<file path="src/rtl/cam_frame_gen.sv">
// Synthesizable camera-side transmitter for the ECBot pixel bus: one cvsync/chsync/ycbcr frame per start.
// Optional feature macro CAMGEN_ROW_RAMP_EN: when defined, the row index is added to the ramp.
module cam_frame_gen #(
   parameter int unsigned CLK_DIV   = 2,
   parameter int unsigned ACT_PIX   = 255,
   parameter int unsigned BLANK_PIX = 116,
   parameter int unsigned ROWS      = 96,
   parameter int unsigned VS_PRE    = 3,
   parameter int unsigned CNT_W     = 9
) (
   input  logic       clk_i,
   input  logic       reset_i,
   input  logic       start_i,
   output logic       busy_o,
   output logic       frame_done_o,
   output logic       cvclk_o,
   output logic       cvsync_o,
   output logic       chsync_o,
   output logic [7:0] ycbcr_o
);

   localparam int unsigned DIV_W = (CLK_DIV > 1) ? $clog2(CLK_DIV) : 1;

   typedef enum logic [2:0] {
      S_IDLE  = 3'd0,
      S_PRE   = 3'd1,
      S_ACT   = 3'd2,
      S_BLANK = 3'd3,
      S_POST  = 3'd4
   } state_t;

   state_t             state_q, state_d;
   logic [DIV_W-1:0]   div_q, div_d;
   logic               cvclk_q, cvclk_d;
   logic [CNT_W-1:0]   pix_q, pix_d;
   logic [CNT_W-1:0]   row_q, row_d;
   logic               cvsync_q, cvsync_d;
   logic               chsync_q, chsync_d;
   logic [7:0]         ycbcr_q, ycbcr_d;
   logic               busy_q, busy_d;
   logic               done_q, done_d;

   logic               div_wrap;
   logic               fall_tick;
   logic [7:0]         row_off;
   logic [7:0]         row_off_nxt;

   assign div_wrap  = (div_q == DIV_W'(CLK_DIV - 1));
   assign fall_tick = div_wrap && cvclk_q;

   // Per-line pixel offset: current row inside ACT, next row when re-entering ACT from BLANK.
`ifdef CAMGEN_ROW_RAMP_EN
   assign row_off     = 8'(row_q);
   assign row_off_nxt = 8'(row_q + CNT_W'(1));
`else
   assign row_off     = 8'd0;
   assign row_off_nxt = 8'd0;
`endif

   always_ff @(posedge clk_i) begin
      if (reset_i) begin
         state_q  <= S_IDLE;
         div_q    <= '0;
         cvclk_q  <= 1'b0;
         pix_q    <= '0;
         row_q    <= '0;
         cvsync_q <= 1'b0;
         chsync_q <= 1'b0;
         ycbcr_q  <= 8'd0;
         busy_q   <= 1'b0;
         done_q   <= 1'b0;
      end else begin
         state_q  <= state_d;
         div_q    <= div_d;
         cvclk_q  <= cvclk_d;
         pix_q    <= pix_d;
         row_q    <= row_d;
         cvsync_q <= cvsync_d;
         chsync_q <= chsync_d;
         ycbcr_q  <= ycbcr_d;
         busy_q   <= busy_d;
         done_q   <= done_d;
      end
   end

   always_comb begin
      state_d  = state_q;
      div_d    = div_wrap ? '0 : div_q + DIV_W'(1);
      cvclk_d  = div_wrap ? ~cvclk_q : cvclk_q;
      pix_d    = pix_q;
      row_d    = row_q;
      cvsync_d = cvsync_q;
      chsync_d = chsync_q;
      ycbcr_d  = ycbcr_q;
      busy_d   = busy_q;
      done_d   = 1'b0;

      case (state_q)
         S_IDLE: begin
            if (start_i) begin
               state_d = S_PRE;
               pix_d   = '0;
               row_d   = '0;
               busy_d  = 1'b1;
            end
         end
         S_PRE: begin
            if (fall_tick) begin
               if (pix_q == CNT_W'(VS_PRE - 1)) begin
                  state_d  = S_ACT;
                  pix_d    = '0;
                  cvsync_d = 1'b1;
                  chsync_d = 1'b1;
                  ycbcr_d  = row_off;
               end else begin
                  pix_d = pix_q + CNT_W'(1);
               end
            end
         end
         S_ACT: begin
            if (fall_tick) begin
               if (pix_q == CNT_W'(ACT_PIX - 1)) begin
                  state_d  = S_BLANK;
                  pix_d    = '0;
                  chsync_d = 1'b0;
                  ycbcr_d  = 8'd0;
               end else begin
                  pix_d   = pix_q + CNT_W'(1);
                  ycbcr_d = 8'(pix_q + CNT_W'(1)) + row_off;
               end
            end
         end
         S_BLANK: begin
            if (fall_tick && (pix_q == CNT_W'(BLANK_PIX - 1))) begin
               pix_d = '0;
               if (row_q == CNT_W'(ROWS - 1)) begin
                  state_d = S_POST;
               end else begin
                  state_d  = S_ACT;
                  row_d    = row_q + CNT_W'(1);
                  chsync_d = 1'b1;
                  ycbcr_d  = row_off_nxt;
               end
            end else if (fall_tick) begin
               pix_d = pix_q + CNT_W'(1);
            end
         end
         S_POST: begin
            if (fall_tick) begin
               state_d  = S_IDLE;
               cvsync_d = 1'b0;
               chsync_d = 1'b0;
               ycbcr_d  = 8'd0;
               busy_d   = 1'b0;
               done_d   = 1'b1;
            end
         end
         default: state_d = S_IDLE;
      endcase
   end

   assign busy_o       = busy_q;
   assign frame_done_o = done_q;
   assign cvclk_o      = cvclk_q;
   assign cvsync_o     = cvsync_q;
   assign chsync_o     = chsync_q;
   assign ycbcr_o      = ycbcr_q;

endmodule
</file>
<file path="config.mk">
export PLATFORM = sky130hd
export DESIGN_NAME = cam_frame_gen
export DESIGN_NICKNAME = d
export VERILOG_FILES = /design/src/rtl/cam_frame_gen.sv
export SDC_FILE = /design/constraint.sdc
export NUM_CORES = 1
export LEC_CHECK = 0
export BUFFER_PORTS_ARGS = -buffer_cell sky130_fd_sc_hd__buf_2
export CAP_MARGIN = 20
export CORE_UTILIZATION = 63
export CTS_CLUSTER_DIAMETER = 80
export DETAILED_ROUTE_END_ITERATION = 7
export PLACE_DENSITY = 0.83
export SKIP_CTS_REPAIR_TIMING = 1
export SYNTH_ARGS = -nofsm -noshare
export SYNTH_HDL_FRONTEND = slang
export SYNTH_SLANG_ARGS = --single-unit
</file>
<file path="constraint.sdc">
create_clock -name clk_i -period 4.15 [get_ports clk_i]
set_input_delay 0.83 -clock clk_i [delete_from_list [all_inputs] [get_ports clk_i]]
set_output_delay 0.83 -clock clk_i [all_outputs]
set_load 0.02 [all_outputs]
</file>
==> impl_metrics.toml <==
[die]
floorplan.core_area_sq_um = 2810
design.die.area_sq_um = 3210
fp.dieW_microns = 56.7
placement_rows = 19
dieHeight_microns = 56.7
starting_density_of_the_core = 0.672
pin_count = 16

[yosys]
synth.lib_cells_used.distinct = 56
synth_simple_gate_area_frac = 0.291
synth_fp_nets = 228
netlist_area_sq_um = 1880
post_synth_inst_count = 222
synth_compound_gate_area_share = 0.149
syn-mean-instance-area_sq_um = 8.49
synthXorXnorAreaFrac = 0.0651
synth_commonest_cells = "35 x sky130_fd_sc_hd__dfxtp_1, 29 x sky130_fd_sc_hd__nor2_1, 17 x sky130_fd_sc_hd__a21oi_1"
async_reset_ff_frac = 0
synth_edf_count = 0
netlist.top_cell.by_area = "sky130_fd_sc_hd__dfxtp_1"
yosys.cell_count.top_type = "sky130_fd_sc_hd__dfxtp_1"
arithmetic_cell_share_of_the_synthesized_area_counting_full_adders_half_adders_and_majority_gates = 0.0199
largest_family_of_logic_cells_by_synthesized_area = "simple AND/OR/NAND/NOR gates"
number_of_synthesis_warnings = 0
synth_mux_area_frac = 0.0578
synth_sequential_area_ratio = 0.372
synth.ff_latch_count = 35
synth.top_cells.by_area = "sky130_fd_sc_hd__dfxtp_1 37%, sky130_fd_sc_hd__nor2_1 5.8%, sky130_fd_sc_hd__a21oi_1 4.5%"
post-synth-top-area-fraction = 0.372
synth_top_flop_cell = "sky130_fd_sc_hd__dfxtp_1"

[clocking]
htree_num_levels = 2
num_clock_sinks = 35
cts_tree = "done"
clock_tree_root_buffer_cell = "sky130_fd_sc_hd__clkbuf_4"
clk_transition_reported_paths_ns = 0.10
latest_clock_arrival_within_the_worst_skew_pair_ns = 0.35
cts_buffer_depth = 2
cts_made_buffers = 5

[power_and_ir_drop]
comb_power_share = 0.096
power.density_nw_per_um2 = 297
ir_drop_uv = 215
p_seq_frac = 0.604
power.internal_mw = 0.429
fin_total_pwr_mw = 0.587
switch_pwr_mw = 0.157
leakage_power_nw = 0.736
p_sw_frac = 0.268
clkPwrFrac = 0.301

[drt]
met1_length_mm = 1.74
wire_per_inst_microns = 14.6
drt_iter0_drc = 146
vias_per_cell = 6.20
wl_met3_microns = 185
drt_pre_antenna_iters = 6
detail-route-antenna-nets = 0
drt_wl_total_mm = 3.85
maxUsedRoutingLayer = "met4"
number_of_vias_after_detailed_routing = 1630
drc = 2
met2_wirelength_mm = 1.83

[flow_run]
max_cap_violations = 0

[timing]
fmax_mhz = 421
finalMaxSlewViolations = 0
timing.slew.headroom = 0.558
grt_setup_unrepaired = "no"
setup-tns-final_ns = 0
fin_crit_ns = 2.37
worst_pin_slew_ns = 0.661
finalHoldViolations = 0
finalSetupViolCount = 0
clock_skew_ns = 0.00379
post-route-period-util = 0.572

[placed_design]
place_congestion = 0.810
port_buffers = 15
hpwl_mm = 2.73

[setup_path]
critPathMaxFanout = 16
crit_path_end_kind = "register"
timing.setup.critical_path_class = "register to register"
crit_arrival_ns = 2.66
worst_ep_required_time_ns = 4.44
timing.critical_path.from_type = "register"

[final_layout]
area_growth_syn_to_layout_pct = 4.91
final_nets = 237
share_of_cells_above_drive_strength_1 = 0.168
filler_cell_count = 240
diodes = 0

[grt]
antenna_violations_before_repair = 0
global_route_wire_length_before_repair_mm = 6.57
grtUsageTotal = 0.265
pin_count_of_the_biggest_net_entering_global_routing = 22
grt_pass1_vias = 1468
gr-total-overflow = 0

[run_status]
violations_in_the_final_reports = "design-rule violations"
run_status = "complete, but fails checks"

[hold_path]
timing.hold.worst.class = "register to register"
## per-stage QoR
| step | util | cell area [sq um] | cells | setup slack (ns) | hold WS, ns |
|---|---|---|---|---|---|
| after floorplan | - | 1880 | 222 | 1.96 | 0.445 |
| after global placement | 0.687 | 1930 | 255 | 1.74 | 0.454 |
| after detailed placement | 0.687 | 1930 | 255 | 1.66 | 0.458 |
| after CTS | 0.705 | 1980 | 263 | 1.84 | 0.472 |
| after global routing | 0.705 | 1980 | 263 | 1.54 | 0.504 |
| final | 0.705 | 1980 | 263 | 1.78 | 0.478 |
## worst paths after layout
kind / startpoint / to / slack [ns] / depth (start not counted)
worst min register to register: chsync_o$_SDFFE_PP0P_ / chsync_o$_SDFFE_PP0P_ / 0.48 / 2
worst min-delay path: chsync_o$_SDFFE_PP0P_ / chsync_o$_SDFFE_PP0P_ / 0.48 / 2
worst max register to register: row_q[0]$_SDFFE_PP0P_ / row_q[5]$_SDFFE_PP0P_ / 1.78 / 6
worst max-delay path: row_q[0]$_SDFFE_PP0P_ / row_q[5]$_SDFFE_PP0P_ / 1.78 / 6
## layer usage
| layer | vias to the layer above | GRT usage |
|---|---|---|
| met5 | - | 0 |
| met4 | 0 | 0.146 |
| met3 | 10 | 0.0507 |
| met2 | 51 | 0.423 |
| met1 | 760 | 0.334 |
| li1 | 809 | - |
## cells by family (layout without fill, tap and decap cells)
kind of cell | Yosys count | in the layout
AO/OA/AOI/OAI | 43 | 43
adder cells (fa/ha/maj) | 3 | 3
AND/OR/NAND/NOR | 100 | 100
flip-flops | 35 | 35
buffers and inverters | 17 | 27
multiplexers | 10 | 10
XOR/XNOR | 14 | 14
## flip-flops by register name, summed over array words and instances (netlist names)
name / count
cvclk_o: 1
div_q: 1
frame_done_o: 1
pix_q: 9
state_q: 3
row_q: 9
ycbcr_o: 8
chsync_o: 1
cvsync_o: 1
busy_o: 1
## area by class of cell
type                            count  area (sq um)  share of cell area
Multi-Input combinational cell    170          1100               0.555
Sequential cell                    35           701               0.354
Timing Repair Buffer               15          75.1              0.0380
Clock buffer                        7          45.0              0.0228
Tap cell                           31          38.8              0.0196
Inverter                            4          15.0             0.00759
Clock inverter                      1          5.00             0.00253
## critical path, cell delays in order, from the launching register on
cell and delay (ns):
sky130_fd_sc_hd__dfxtp_1 0.45, sky130_fd_sc_hd__ha_1 0.29, sky130_fd_sc_hd__nand2_1 0.09, sky130_fd_sc_hd__or4b_1 0.52
sky130_fd_sc_hd__a31oi_2 0.61, sky130_fd_sc_hd__o21ai_0 0.21, sky130_fd_sc_hd__a21oi_1 0.15
## cell usage in the layout, fill, tap and decap left out, drive strengths merged, types with 7 or more instances in the layout
master / instances
nand2: 12
buf: 15
clkbuf: 7
nor2: 30
mux2: 7
nor3: 9
dfxtp: 35
nand3: 12
xnor2: 8
a21oi: 17
## power by group through the flow
stage | Sequential, mW | Combinational (mW) | Clock, mW
final | 0.354 | 0.0561 | 0.176
after global routing | 0.356 | 0.0611 | 0.194
after CTS | 0.354 | 0.0559 | 0.180
after detailed placement | 0.362 | 0.0556 | 0
after global placement | 0.361 | 0.0532 | 0
after floorplan | 0.359 | 0.0478 | 0
Note: power is estimated with default switching activity, not from simulation.
